===== src/rtl/aes_pkg.sv =====
// Shared definitions for the iterative AES-128 round controller.
package aes_pkg;

   localparam int unsigned AES128_NR = 10;
   localparam int unsigned ROUND_W   = 4;

   typedef enum logic [1:0] {
      IDLE  = 2'd0,
      ISSUE = 2'd1,
      WAIT  = 2'd2,
      DONE  = 2'd3
   } aes_state_e;

endpackage


===== src/rtl/aes_round_ctrl_if.sv =====
// Handshake and datapath-control bundle between the round controller and its environment.
interface aes_round_ctrl_if;
   import aes_pkg::*;

   logic               in_valid;
   logic               in_ready;
   logic               dp_load;
   logic               dp_issue;
   logic [ROUND_W-1:0] dp_round;
   logic               dp_last;
   logic               dp_capture;
   logic               out_valid;
   logic               out_ready;
   logic               busy;

   // Environment side: supplies blocks and consumes ciphertext.
   modport master (
      output in_valid, out_ready,
      input  in_ready, dp_load, dp_issue, dp_round, dp_last, dp_capture,
             out_valid, busy
   );

   // Controller side.
   modport slave (
      input  in_valid, out_ready,
      output in_ready, dp_load, dp_issue, dp_round, dp_last, dp_capture,
             out_valid, busy
   );

endinterface


===== src/rtl/aes_round_timer.sv =====
// Loadable down-counter that paces each round against the datapath latency.
module aes_round_timer #(
   parameter int unsigned W = 4
) (
   input  logic         clk,
   input  logic         rst,
   input  logic         load,
   input  logic [W-1:0] load_val,
   input  logic         en,
   output logic         zero
);

   logic [W-1:0] cnt;

   // Counter register: load wins over decrement; never underflows.
   always_ff @(posedge clk) begin
      if (rst) begin
         cnt <= '0;
      end else if (load) begin
         cnt <= load_val;
      end else if (en && (cnt != '0)) begin
         cnt <= cnt - 1'b1;
      end
   end

   assign zero = (cnt == '0);

endmodule


===== src/rtl/aes_round_ctrl.sv =====
// Sequencer for the iterative AES-128 encryption core: control only, no data path.
module aes_round_ctrl
   import aes_pkg::*;
#(
   parameter int unsigned NR        = AES128_NR,
   parameter int unsigned ROUND_LAT = 3
) (
   input  logic          clk,
   input  logic          rst,
   aes_round_ctrl_if.slave bus
);

   localparam logic [ROUND_W-1:0] NR_V   = ROUND_W'(NR);
   localparam logic [ROUND_W-1:0] LAT_M1 = ROUND_W'(ROUND_LAT - 1);

   aes_state_e         state, state_n;
   logic [ROUND_W-1:0] round, round_n;

   logic               timer_load;
   logic               timer_en;
   logic               timer_zero;

   logic               in_ready_c;
   logic               dp_load_c;
   logic               dp_issue_c;
   logic [ROUND_W-1:0] dp_round_c;
   logic               dp_last_c;
   logic               dp_capture_c;
   logic               out_valid_c;
   logic               busy_c;

   aes_round_timer #(
      .W (ROUND_W)
   ) u_timer (
      .clk      (clk),
      .rst      (rst),
      .load     (timer_load),
      .load_val (LAT_M1),
      .en       (timer_en),
      .zero     (timer_zero)
   );

   // State and round-index registers; reset discards any block in flight.
   always_ff @(posedge clk) begin
      if (rst) begin
         state <= IDLE;
         round <= '0;
      end else begin
         state <= state_n;
         round <= round_n;
      end
   end

   // Next-state, round update and output decode.
   always_comb begin
      state_n      = state;
      round_n      = round;
      timer_load   = 1'b0;
      timer_en     = 1'b0;
      in_ready_c   = 1'b0;
      dp_load_c    = 1'b0;
      dp_issue_c   = 1'b0;
      dp_round_c   = '0;
      dp_last_c    = 1'b0;
      dp_capture_c = 1'b0;
      out_valid_c  = 1'b0;
      busy_c       = 1'b0;

      case (state)
         IDLE: begin
            in_ready_c = 1'b1;
            if (bus.in_valid) begin
               dp_load_c = 1'b1;
               round_n   = ROUND_W'(1);
               state_n   = ISSUE;
            end
         end

         ISSUE: begin
            busy_c     = 1'b1;
            dp_issue_c = 1'b1;
            dp_round_c = round;
            dp_last_c  = (round == NR_V);
            timer_load = 1'b1;
            state_n    = WAIT;
         end

         WAIT: begin
            busy_c     = 1'b1;
            dp_round_c = round;
            dp_last_c  = (round == NR_V);
            if (timer_zero) begin
               dp_capture_c = 1'b1;
               if (round == NR_V) begin
                  state_n = DONE;
               end else begin
                  round_n = round + 1'b1;
                  state_n = ISSUE;
               end
            end else begin
               timer_en = 1'b1;
            end
         end

         DONE: begin
            busy_c      = 1'b1;
            out_valid_c = 1'b1;
            dp_round_c  = round;
            if (bus.out_ready) begin
               state_n = IDLE;
            end
         end

         default: begin
            state_n = IDLE;
         end
      endcase
   end

   assign bus.in_ready   = in_ready_c;
   assign bus.dp_load    = dp_load_c;
   assign bus.dp_issue   = dp_issue_c;
   assign bus.dp_round   = dp_round_c;
   assign bus.dp_last    = dp_last_c;
   assign bus.dp_capture = dp_capture_c;
   assign bus.out_valid  = out_valid_c;
   assign bus.busy       = busy_c;

endmodule


===== src/flat_wrapper.sv =====
// flat-port wrapper written by rule: the top's interface ports become plain ports
module aes_round_ctrl_flat import aes_pkg::*;
#(
   parameter int unsigned NR        = AES128_NR,
   parameter int unsigned ROUND_LAT = 3
)
  (clk, rst, bus_in_valid, bus_out_ready, bus_in_ready, bus_dp_load, bus_dp_issue, bus_dp_round, bus_dp_last, bus_dp_capture, bus_out_valid, bus_busy);
  aes_round_ctrl_if bus_i ();
  input  logic clk;
  input  logic rst;
  input wire logic [$bits(bus_i.in_valid)-1:0] bus_in_valid;
  input wire logic [$bits(bus_i.out_ready)-1:0] bus_out_ready;
  output wire logic [$bits(bus_i.in_ready)-1:0] bus_in_ready;
  output wire logic [$bits(bus_i.dp_load)-1:0] bus_dp_load;
  output wire logic [$bits(bus_i.dp_issue)-1:0] bus_dp_issue;
  output wire logic [$bits(bus_i.dp_round)-1:0] bus_dp_round;
  output wire logic [$bits(bus_i.dp_last)-1:0] bus_dp_last;
  output wire logic [$bits(bus_i.dp_capture)-1:0] bus_dp_capture;
  output wire logic [$bits(bus_i.out_valid)-1:0] bus_out_valid;
  output wire logic [$bits(bus_i.busy)-1:0] bus_busy;
  assign bus_i.in_valid = bus_in_valid;
  assign bus_i.out_ready = bus_out_ready;
  assign bus_in_ready = bus_i.in_ready;
  assign bus_dp_load = bus_i.dp_load;
  assign bus_dp_issue = bus_i.dp_issue;
  assign bus_dp_round = bus_i.dp_round;
  assign bus_dp_last = bus_i.dp_last;
  assign bus_dp_capture = bus_i.dp_capture;
  assign bus_out_valid = bus_i.out_valid;
  assign bus_busy = bus_i.busy;
  aes_round_ctrl #(.NR(NR), .ROUND_LAT(ROUND_LAT)) u_core (.clk(clk), .rst(rst), .bus(bus_i));
endmodule

===== config.mk =====
export PLATFORM = sky130hd
export DESIGN_NAME = aes_round_ctrl_flat
export DESIGN_NICKNAME = d
export VERILOG_FILES = /design/src/rtl/aes_pkg.sv /design/src/rtl/aes_round_ctrl_if.sv /design/src/rtl/aes_round_timer.sv /design/src/rtl/aes_round_ctrl.sv /design/src/flat_wrapper.sv
export SDC_FILE = /design/constraint.sdc
export NUM_CORES = 1
export LEC_CHECK = 0
export BUFFER_PORTS_ARGS = -buffer_cell sky130_fd_sc_hd__buf_2
export CELL_PAD_IN_SITES_DETAIL_PLACEMENT = 2
export CELL_PAD_IN_SITES_GLOBAL_PLACEMENT = 2
export CORE_MARGIN = 2
export CORE_UTILIZATION = 34
export DETAILED_ROUTE_END_ITERATION = 6
export GPL_ROUTABILITY_DRIVEN = 0
export PLACE_DENSITY = 0.81
export SKIP_CTS_REPAIR_TIMING = 1
export SYNTH_ARGS = -nofsm -noshare
export SYNTH_HDL_FRONTEND = slang
export SYNTH_HIERARCHICAL = 1
export SYNTH_SLANG_ARGS = --single-unit

===== constraint.sdc =====
create_clock -name clk -period 7.2 [get_ports clk]
set_clock_uncertainty 0.15 [all_clocks]
set_input_delay 0.72 -clock clk [delete_from_list [all_inputs] [get_ports clk]]
set_output_delay 0.72 -clock clk [all_outputs]
set_load 0.1 [all_outputs]

Word level (Yosys, flattened, before mapping) --
Cells that the tools add are included.
Operators by class: add/subtract/negate cells 2, equal/unequal tests 8, muxes and demuxes 23, reduce and logical (&&, ||, !) cells 11
Operators with widths (number):
- 2-to-1 mux 4 bit | 4
- 2-to-1 mux 2 bit | 6
- 2-to-1 mux 1 bit | 11
- one-hot mux 2 bit (4 select lines) | 1
- one-hot mux 4 bit (2 select lines) | 1
- != test 2 bit (second input constant) | 3
- adder 4 x 1 -> 4 bit (second input constant) | 1
- equality test 2 bit (second input constant) | 2
- equality test 4 bit (second input constant) | 1
- logical NOT 4 bit | 1
- AND reduction 4 bit | 1
- nonzero test 2 bit | 2
- nonzero test 4 bit | 1
- OR reduction 2 bit | 2
- subtractor 4 x 1 -> 4 bit (second input constant) | 1
- AND reduction 3 bit | 1
- OR reduction 3 bit | 1
- equality test 2 x 1 -> 1 bit (second input constant) | 1
- logical NOT 2 bit | 1
- != test 2 x 1 -> 1 bit (second input constant) | 1
- logical AND 1 bit | 1
Word-level totals: register bits after elaboration 10, input bits 4, output and inout bits 11, word-level logic and storage cells 48

Longest topological paths before layout --
Gate-level depths: netlist of the first run.
word-level depth 6, gate-level depth with buffers 9

Modules after synthesis --
The synthesis of the first run kept the hierarchy.
Modules (own cells, without submodules):
- aes_round_ctrl | instances 1, cells an instance 66, area an instance 541.8 um^2
- aes_round_timer | instances 1, cells an instance 29, area an instance 262.8 um^2

Least setup slack after synthesis of the first run --
OpenSTA, ideal clock, no wires.
path kind reg2out, start register u_core.state[0], end output bus_dp_round[1], data arrival time 2585 ps, required time 6330 ps, slack 3745 ps, cell stages (with the launch flop) 4, path through dfxtp_1 inv_1 ha_1 nor2b_1
Between the ends: word-level cells in the longest chain between the ends 3, elaborated cells on any way between the ends 5, classes of those cells eq/ne (3); mux (1); reduce/logical (1)
Ends and longest elaborated chain:
- from (decl) | RTL line aes_round_ctrl.sv:16 | aes_state_e state, state_n;
- from (signal assigned) | RTL line aes_round_ctrl.sv:49 | state <= state_n;
- equality test 2 x 1 -> 1 bit / equality test 2 bit (equally long branches) | RTL line aes_round_ctrl.sv:69 | case (state)
- OR reduction 3 bit (no source line) *
- 2-to-1 mux 4 bit * | RTL line aes_round_ctrl.sv:69
- to (decl) | RTL line flat_wrapper.sv:16 | output wire logic [$bits(bus_i.dp_round)-1:0] bus_dp_round;
Mark *: on every way between the ends. The rest lies on a longest branch, timed or not.

Final worst setup path of the first run --
start register u_core.u_timer.cnt[1], end output bus_dp_capture
Between the ends: word-level cells in the longest chain between the ends 3
Ends and longest elaborated chain:
- from (decl) | RTL line aes_round_timer.sv:13 | logic [W-1:0] cnt;
- from (signal assigned) | RTL line aes_round_timer.sv:20 | cnt <= load_val;
- from (signal assigned) | RTL line aes_round_timer.sv:22 | cnt <= cnt - 1'b1;
- logical NOT 4 bit | RTL line aes_round_timer.sv:26 | assign zero = (cnt == '0);
- net u_core.timer_zero | RTL line aes_round_ctrl.sv:21 | logic timer_zero;
- 2-to-1 mux 1 bit | RTL line aes_round_ctrl.sv:92 | if (timer_zero) begin
- 2-to-1 mux 1 bit | RTL line aes_round_ctrl.sv:69
- to (decl) | RTL line flat_wrapper.sv:18 | output wire logic [$bits(bus_i.dp_capture)-1:0] bus_dp_capture;
The timed path passes the listed nets, and every way through them passes these cells.

==> results of run 1 <==
## critical path, delay by kind of cell (launching register included)
| kind | cells | cell delay [ns] |
|---|---|---|
| buffers and inverters | 3 | 0.68 |
| and+or+nand+nor | 2 | 0.58 |
| DFF | 1 | 0.33 |
| adders and majority gates | 1 | 0.22 |
## cells by family (layout without fill, tap and decap cells)
kind of cell	Yosys count	in the layout	synth area share, %
compound gates	17	17	18.7
fa+ha+maj	9	9	14.0
mux	2	2	2.49
buf+inv	13	27	7.15
flops	10	10	24.9
simple gates	42	42	31.9
other cells	2	4	0.933
## final timing paths
path / to / slack [ns] / cells after the start
worst max-delay path: bus_dp_capture / 4.26 / 6
worst min-delay path: u_core/round[2] / 0.34 / 1
worst max register to register: u_core/round[0] / 4.62 / 8
worst min register to register: u_core/round[2] / 0.34 / 1
## per-layer routing
layer,GRT usage [%],vias up,part of all wire [%]
met3,6.00,5,4.3
met2,27.5,12,47
met5,0,-,0
met1,21.4,350,48
met4,7.69,0,1.6
li1,-,367,-
## placed cells by master, fill, tap and decap left out, drive strengths merged, types with 2 or more instances in the layout
cell type  instances
nand3              3
conb               4
buf               14
nor2               6
nor2b              5
a2111oi            2
a31oi              2
inv               10
a311oi             2
and2               3
a211o              2
clkbuf             3
mux2i              2
nor3               3
nand2b             4
ha                 9
nor4               2
dfxtp             10
or3b               2
a31o               2
nand2              5
## sequential cells by signal, summed over array words and instances, names as in the netlist
name,flops
u_core/state,2
u_core/round,4
u_core/u_timer/cnt,4
## metrics by stage
| stage | cells | util, % | total power, mW | worst slack, ns | instance area (sq um) |
|---|---|---|---|---|---|
| floorplan | 97 | - | 0.314 | 3.75 | 812 |
| global placement | 136 | 40.2 | 0.355 | 4.61 | 897 |
| detailed placement | 136 | 40.2 | 0.363 | 4.55 | 897 |
| CTS | 139 | 41.2 | 0.405 | 4.24 | 920 |
| global route | 139 | 41.2 | 0.426 | 4.14 | 920 |
| finish | 139 | 41.2 | 0.399 | 4.26 | 920 |
## power groups by stage
stage	combinational (mW)	clock [mW]	sequential, mW
after floorplan	0.231	0	0.0827
final	0.274	0.0383	0.0868
after CTS	0.277	0.0413	0.0871
after global placement	0.269	0	0.0862
after detailed placement	0.275	0	0.0881
after global routing	0.294	0.0433	0.0888
## area by class of cell
type	count	area, sq um	share of cell area [%]
Clock buffer	3	22.5	2.45
Inverter	10	37.5	4.08
Multi-Input combinational cell	74	554	60.3
Sequential cell	10	200	21.8
Tap cell	28	35.0	3.81
Timing Repair Buffer	14	70.1	7.62
==> impl_metrics.json, run 1 <==
{
  "status": "finished, final reports clean",
  "r2r_start": "u_core/u_timer/cnt[1]",
  "syn_avg_cell_area_sq_um": 8.47,
  "cts.root.buffer_cell": "sky130_fd_sc_hd__clkbuf_4",
  "final_max_slew_viol_count": 0,
  "synth_top_cells_by_count": "sky130_fd_sc_hd__dfxtp_1, sky130_fd_sc_hd__inv_1, sky130_fd_sc_hd__ha_1",
  "timing.critical_path.arrival_ns": 2.07,
  "yosys.cell_types.count": 41,
  "die_area_sq_mm": 0.00277,
  "max_stage_delay_ns": 0.44,
  "fin_hold_ws_ns": 0.335,
  "setup-violations-final": 0,
  "drc": 0,
  "period_minus_slack_ns": 2.94,
  "drive_gt1_share_pct": 18.9,
  "setup.worst_path.start_class": "register",
  "cts_tree": "built",
  "grt_pass1_wl_mm": 3.44,
  "cts_buffer_depth": 2,
  "ir_worst_vdd_mv": 0.214,
  "drtAntennaViolNets": 0,
  "port-buffer-count": 14,
  "max_cap_violations": 0,
  "setup_repair_after_global_routing_missed_its_margin": "no",
  "number_of_filler_cells_placed_in_the_layout": 274,
  "detailedPlacementHpwl_mm": 1.60,
  "pin_count": 15,
  "grtUsageTotal_pct": 17.5,
  "areal_power_density_over_the_cells_mw_per_mm2": 434,
  "cts_max_level": 1,
  "hold_path_startpoint": "u_core/round[2]",
  "synth_top_cell_by_area": "sky130_fd_sc_hd__dfxtp_1",
  "leakage_nw": 0.405,
  "p_seq_share_pct": 21.7,
  "worstHoldPathType": "reg2reg",
  "placement_rows": 17,
  "inserted_diodes": 0,
  "dr_total_vias": 734,
  "relSlewSlack_pct": 60.5,
  "combined_area_of_all_synthesized_cells_sq_um": 805,
  "endpoint_type_of_the_worst_setup_path": "output pin",
  "dr.first_iter.drc_count": 0,
  "grt_antenna_before_repair": 0,
  "fin_setup_tns_ns": 0,
  "clock_power_share_pct": 9.6,
  "area_growth_pct": 14.3,
  "netlist_instances": 95,
  "power.share.switching_pct": 60.2,
  "comb_power_share_pct": 68.7,
  "seq_area_frac_synth_pct": 24.9,
  "synth_async_reset_ratio_pct": 0,
  "via_count_of_the_first_global_routing_pass": 717,
  "synth_top_area_share_pct": 24.9,
  "global_route.overflow_total": 0,
  "synth_enable_flop_cells": 0,
  "tightest_slew_ns": 0.592,
  "via_per_inst": 5.28,
  "routed_wl_mm": 2.02,
  "worstPathRequired_ns": 6.33,
  "dominant_cells_by_area_after_synthesis": "sky130_fd_sc_hd__dfxtp_1, sky130_fd_sc_hd__ha_1, sky130_fd_sc_hd__inv_1, sky130_fd_sc_hd__nor2b_1, sky130_fd_sc_hd__a2111oi_4",
  "worst_path_max_delay_cell": "sky130_fd_sc_hd__or3b_4",
  "maxClockFrequency_ghz": 0.340,
  "layout_worst_path_cycle_share_pct": 40.9,
  "cts.sinks": 10,
  "cts_buffers": 3,
  "die_y_um": 52.6,
  "crit_path_frequent_cell": "sky130_fd_sc_hd__inv_1",
  "finalNetCount": 126,
  "synth.ff_latch_count": 10,
  "cellInternalPower_mw": 0.159,
  "routed_wire_length_per_instance_um": 14.5,
  "synth_flop_cell": "sky130_fd_sc_hd__dfxtp_1",
  "drt_pre_antenna_iters": 1,
  "critical_path_class": "reg2out",
  "critical_path.max_fanout": 5,
  "clk-insertion-delay-late_ns": 0.27,
  "synth.yosys.warnings": 6,
  "finalHoldViolations": 0,
  "fp.dieW_um": 52.6,
  "cells_along_the_critical_path": "inv_1, ha_1, or3b_4, inv_1, and2_1, buf_2",
  "grt_start_max_net_pins": 14,
  "crit_path_from": "u_core/u_timer/cnt[1]",
  "switching_power_total_mw": 0.240,
  "initial_utilization_pct": 36.0,
  "core-area_sq_mm": 0.00223,
  "cts.clk_slew.worst_paths_ns": 0.07
}
(Power assumes the default switching activity.)
==> run 2, diff against run 1 <==
--- a/config.mk
+++ b/config.mk
@@ -9,10 +9,10 @@
 export CELL_PAD_IN_SITES_DETAIL_PLACEMENT = 2
 export CELL_PAD_IN_SITES_GLOBAL_PLACEMENT = 2
 export CORE_MARGIN = 2
-export CORE_UTILIZATION = 34
+export CORE_UTILIZATION = 28
 export DETAILED_ROUTE_END_ITERATION = 6
 export GPL_ROUTABILITY_DRIVEN = 0
-export PLACE_DENSITY = 0.81
+export PLACE_DENSITY = 0.71
 export SKIP_CTS_REPAIR_TIMING = 1
 export SYNTH_ARGS = -nofsm -noshare
 export SYNTH_HDL_FRONTEND = slang
==> constraint.sdc (replaced) <==
create_clock -name clk -period 2.4 [get_ports clk]
set_clock_uncertainty 0.15 [all_clocks]
set_input_delay 0.24 -clock clk [delete_from_list [all_inputs] [get_ports clk]]
set_output_delay 0.24 -clock clk [all_outputs]
set_load 0.1 [all_outputs]
==> run 2 against run 1 <==
  * Clock power rose to 3.1 times the previous value
  * Sequential power rose to 3.0 times the previous value
  * Sequential cell count did not move
  * Final cell count rose by 4.3%
  * Setup slack got worse by 4.1 ns
  * Critical path type unchanged
  * Global-route usage fell by 3.1 points
  * Via count rose by 0.41%
  * Sequential share of layout area fell by 1.7 points
==> impl_metrics.json, run 2 (synthesis gave the netlist of run 1 again) <==
{
  "status": "finished, final reports clean",
  "worstHoldPathType": "in2reg",
  "finalHoldViolations": 0,
  "initial_utilization_pct": 29.4,
  "finalNetCount": 129,
  "routed_wl_mm": 2.17,
  "seqCellArea_sq_um": 200,
  "port-buffer-count": 14,
  "final_util_pct": 36.5,
  "placed_cell_area_sq_um": 951,
  "total_chip_power_mw": 1.30,
  "setup.worst_path.start_class": "register",
  "critical_path.max_fanout": 5,
  "drt_pre_antenna_iters": 3,
  "met3_usage_pct": 5.44,
  "multi_input_area_sq_um": 592,
  "placed_instances": 142,
  "cts_buffers": 3,
  "die_y_um": 57.6,
  "via_count_of_the_first_global_routing_pass": 787,
  "tightest_slew_ns": 0.635,
  "timing.critical_path.arrival_ns": 1.88,
  "clk-insertion-delay-late_ns": 0.27,
  "placement_rows": 19,
  "layout_common_cells": "sky130_fd_sc_hd__buf_2, sky130_fd_sc_hd__dfxtp_1, sky130_fd_sc_hd__inv_1",
  "critical_path_class": "reg2out",
  "stdcell_count": 145,
  "globalRouteMet2Util_pct": 25.5,
  "number_of_filler_cells_placed_in_the_layout": 311,
  "detailedPlacementHpwl_mm": 1.70,
  "relSlewSlack_pct": 57.6,
  "max_cap_violations": 0,
  "cts_max_level": 1,
  "final_max_slew_viol_count": 0,
  "grt-busiest-layer": "met2",
  "leakage_nw": 0.430,
  "layout_worst_path_cycle_share_pct": 94.8,
  "via_per_inst": 5.08,
  "core-area_sq_mm": 0.00273,
  "postLayoutCellArea_sq_um": 998,
  "ir_worst_vdd_mv": 0.792,
  "cts.sinks": 10,
  "maxClockFrequency_ghz": 0.440,
  "grt_pass1_wl_mm": 3.64,
  "grt_antenna_before_repair": 0,
  "endpoint_type_of_the_worst_setup_path": "output pin",
  "drive_gt1_share_pct": 28.9,
  "fin_hold_ws_ns": 0.200,
  "worstPathRequired_ns": 2.01,
  "biggestRegsByFlops": "u_core/round (4), u_core/u_timer/cnt (4), u_core/state (2)",
  "areal_power_density_over_the_cells_mw_per_mm2": 1300,
  "fp.dieW_um": 57.6,
  "met1_usage_pct": 16.6,
  "dr_total_vias": 737,
  "drc": 0,
  "inserted_diodes": 0,
  "setup_repair_after_global_routing_missed_its_margin": "no",
  "cts.root.buffer_cell": "sky130_fd_sc_hd__clkbuf_4",
  "pin_count": 15,
  "cts.clk_slew.worst_paths_ns": 0.07,
  "die_area_sq_mm": 0.00332,
  "most_common_library_cell_in_the_layout_ignoring_fill_and_taps": "sky130_fd_sc_hd__buf_2",
  "area_growth_pct": 24.1,
  "dr.first_iter.drc_count": 4,
  "grt_start_max_net_pins": 14,
  "cts_tree": "built",
  "period_minus_slack_ns": 2.27,
  "setup-violations-final": 0,
  "drtAntennaViolNets": 0,
  "cts_buffer_depth": 2,
  "global_route.overflow_total": 0,
  "grtUsageTotal_pct": 14.5,
  "routed_wire_length_per_instance_um": 14.9
}
run 2: cell type report:
cell class	count	area share, %
Inverter	10	3.76
Tap cell	31	3.88
Sequential cell	10	20.1
Timing Repair Buffer	17	10.8
Clock buffer	3	2.26
Multi-Input combinational cell	74	59.3
run 2: critical path: stages (launching register included):
cell	delay (ns)
sky130_fd_sc_hd__dfxtp_1	0.32
sky130_fd_sc_hd__inv_1	0.14
sky130_fd_sc_hd__ha_4	0.16
sky130_fd_sc_hd__or3b_4	0.41
sky130_fd_sc_hd__inv_1	0.09
sky130_fd_sc_hd__buf_4	0.13
sky130_fd_sc_hd__and2_1	0.17
sky130_fd_sc_hd__buf_12	0.18
run 2: layer usage:
layer	share of wire, %	routed length, um	up-vias
met5	0	0	-
met1	46	1010	351
met2	49	1060	9
li1	-	-	375
met3	3.7	81	2
met4	0.74	16	0
run 2: through the flow:
stage | TNS, ns | worst slack, ns
2_1_floorplan | 0 | 0.0660
3_3_place_gp | 0 | 0.166
3_5_place_dp | 0 | 0.0369
4_1_cts | -0.0105 | -0.0105
5_1_grt | 0 | 0.0252
6_report | 0 | 0.126
run 2: power by group:
| part | internal, mW | total, mW | switching [mW] |
|---|---|---|---|
| clock network | 0.0580 | 0.119 | 0.0607 |
| registers | 0.211 | 0.259 | 0.0483 |
| logic | 0.272 | 0.918 | 0.645 |
run 2: final timing paths:
check	cells past startpoint	slack (ns)	end	startpoint
hold reg to reg	1	0.36	u_core/round[2]	u_core/round[2]
hold / removal	2	0.20	u_core/u_timer/cnt[3]	rst
setup reg to reg	10	0.14	u_core/u_timer/cnt[3]	u_core/u_timer/cnt[0]
setup / recovery	7	0.13	bus_dp_capture	u_core/u_timer/cnt[0]
==> run 3, diff against run 2 <==
--- a/config.mk
+++ b/config.mk
@@ -9,11 +9,12 @@
 export CELL_PAD_IN_SITES_DETAIL_PLACEMENT = 2
 export CELL_PAD_IN_SITES_GLOBAL_PLACEMENT = 2
 export CORE_MARGIN = 2
-export CORE_UTILIZATION = 28
+export CORE_UTILIZATION = 31
 export DETAILED_ROUTE_END_ITERATION = 6
 export GPL_ROUTABILITY_DRIVEN = 0
-export PLACE_DENSITY = 0.71
+export PLACE_DENSITY = 0.83
 export SKIP_CTS_REPAIR_TIMING = 1
+export SLEW_MARGIN = 40
 export SYNTH_ARGS = -nofsm -noshare
 export SYNTH_HDL_FRONTEND = slang
 export SYNTH_HIERARCHICAL = 1
==> constraint.sdc (replaced) <==
create_clock -name clk -period 2.5 [get_ports clk]
set_clock_uncertainty 0.15 [all_clocks]
set_input_delay 0.25 -clock clk [delete_from_list [all_inputs] [get_ports clk]]
set_output_delay 0.25 -clock clk [all_outputs]
set_load 0.1 [all_outputs]
==> run 3 against run 2 <==
  * Register-to-register slack better by 0.04 ns
  * Sequential share of layout area is 0.70 points higher
  * Worst hold slack improved by 0.0072 ns
  * Global-route usage increased by 3.2 points
  * Sequential power shrank 3%
  * Routed wire length increased by 6.8%
  * Cell area shrank 3.4%
  * Via count is 0.81% higher
  * Non-clock buffer count fell by 1
  * Die area decreased by 9.0%
  * First-iteration DRC count rose by 25%
  * Critical endpoint unchanged
  * Largest power group unchanged
==> impl_metrics.json, run 3 (synthesis gave the netlist of run 1 again) <==
{
  "p_seq_share_pct": 20.3,
  "port-buffer-count": 14,
  "dr.first_iter.drc_count": 5,
  "cts_buffer_depth": 2,
  "setup-violations-final": 0,
  "detailedPlacementHpwl_mm": 1.69,
  "layout_common_cells": "sky130_fd_sc_hd__buf_2, sky130_fd_sc_hd__dfxtp_1, sky130_fd_sc_hd__inv_1",
  "final_max_slew_viol_count": 0,
  "drt_pre_antenna_iters": 4,
  "cts.clk_slew.worst_paths_ns": 0.06,
  "status": "finished, final reports clean",
  "grtUsageTotal_pct": 17.7,
  "worstHoldPathType": "in2reg",
  "pin_count": 15,
  "power.share.switching_pct": 58.1,
  "fp.dieW_um": 54.9,
  "period_minus_slack_ns": 2.34,
  "via_count_of_the_first_global_routing_pass": 773,
  "maxClockFrequency_ghz": 0.428,
  "clock_power_share_pct": 12.0,
  "leakage_nw": 0.427,
  "timing.critical_path.arrival_ns": 1.94,
  "biggestRegsByFlops": "u_core/round (4), u_core/u_timer/cnt (4), u_core/state (2)",
  "via_per_inst": 5.16,
  "drive_gt1_share_pct": 23.7,
  "comb_power_share_pct": 67.7,
  "setup_repair_after_global_routing_missed_its_margin": "no",
  "layout_worst_path_cycle_share_pct": 93.5,
  "clk-insertion-delay-late_ns": 0.27,
  "worstPathRequired_ns": 2.10,
  "fin_hold_ws_ns": 0.207,
  "max_stage_delay_ns": 0.43,
  "postLayoutCellArea_sq_um": 965,
  "relSlewSlack_pct": 58.0,
  "finalHoldViolations": 0,
  "finalWorstSetupSlack_ns": 0.163,
  "endpoint_type_of_the_worst_setup_path": "output pin",
  "drc": 0,
  "critical_path.max_fanout": 5,
  "worst_path_max_delay_cell": "sky130_fd_sc_hd__or3b_4",
  "ir_worst_vdd_mv": 0.693,
  "area_growth_pct": 19.9,
  "tightest_slew_ns": 0.628,
  "initial_utilization_pct": 32.5,
  "most_common_library_cell_in_the_layout_ignoring_fill_and_taps": "sky130_fd_sc_hd__buf_2",
  "cts_max_level": 1,
  "grt_antenna_before_repair": 0,
  "cts_tree": "built",
  "cellInternalPower_mw": 0.515,
  "core-area_sq_mm": 0.00248,
  "drtAntennaViolNets": 0,
  "critical_path_class": "reg2out",
  "cts.root.buffer_cell": "sky130_fd_sc_hd__clkbuf_4",
  "setup.worst_path.start_class": "register",
  "r2r_setup_slack_ns": 0.18,
  "areal_power_density_over_the_cells_mw_per_mm2": 1270,
  "die_y_um": 54.9,
  "grt_pass1_wl_mm": 3.70,
  "placement_rows": 18,
  "dr_total_vias": 743,
  "routed_wl_mm": 2.31,
  "cells_along_the_critical_path": "inv_1, ha_2, or3b_4, inv_2, and2_1, clkbuf_4",
  "inserted_diodes": 0,
  "finalNetCount": 128,
  "cts.sinks": 10,
  "routed_wire_length_per_instance_um": 16.1,
  "placed_cell_area_sq_um": 915,
  "cts_buffers": 3,
  "die_area_sq_mm": 0.00302,
  "switching_power_total_mw": 0.713,
  "worst_setup_slack_after_placement_ns": 0.0973,
  "global_route.overflow_total": 0,
  "max_cap_violations": 0,
  "grt_start_max_net_pins": 14,
  "number_of_filler_cells_placed_in_the_layout": 297
}
run 3: changes by cell type in the layout (fill, tap and decap cells not counted), sizes merged:
cell    delta
clkbuf     +2
buf        -2
run 3: final cells by class:
| type | count | area, sq um | area share (%) |
|---|---|---|---|
| multi-input cells | 74 | 566 | 58.6 |
| flip-flops and latches | 10 | 200 | 20.8 |
| repair buffers | 16 | 87.6 | 9.08 |
| inverters | 10 | 37.5 | 3.89 |
| well taps | 30 | 37.5 | 3.89 |
| clock buffers | 4 | 36.3 | 3.76 |
run 3: per-stage QoR:
| step | power, mW | TNS [ns] | instances | util [%] |
|---|---|---|---|---|
| after floorplan | 0.903 | -1.87 | 97 | - |
| after global placement | 1.03 | 0 | 140 | 36.9 |
| after detailed placement | 1.05 | 0 | 140 | 36.9 |
| after CTS | 1.22 | -0.0211 | 144 | 38.4 |
| after global routing | 1.31 | 0 | 144 | 38.9 |
| final | 1.23 | 0 | 144 | 38.9 |
run 3: worst max-delay path: cells and delay by family, from the launching register on:
family        cells  cell delay (ns)
buf+inv           3             0.56
fa+ha+maj         1             0.22
simple gates      2             0.58
flops             1             0.32
run 3: power by group through the flow:
stage / Sequential, mW / Combinational (mW) / Clock (mW)
floorplan: 0.238 / 0.665 / 0
global placement: 0.250 / 0.780 / 0
detailed placement: 0.253 / 0.801 / 0
CTS: 0.249 / 0.812 / 0.155
global route: 0.254 / 0.900 / 0.159
finish: 0.250 / 0.831 / 0.147
run 3: per-layer routing:
layer | global-route usage [%] | share of wire (%)
met1 | 20.4 | 46
met2 | 30.4 | 48
met5 | 0 | 0
met4 | 7.32 | 1.8
met3 | 5.11 | 3.5
run 3: path summary, 6_finish.rpt:
kind | end | from | depth (start not counted)
hold reg to reg | u_core/u_timer/cnt[2] | u_core/u_timer/cnt[2] | 2
hold / removal | u_core/u_timer/cnt[2] | rst | 2
setup / recovery | bus_dp_capture | u_core/u_timer/cnt[1] | 6
setup reg to reg | u_core/round[0] | u_core/u_timer/cnt[1] | 8
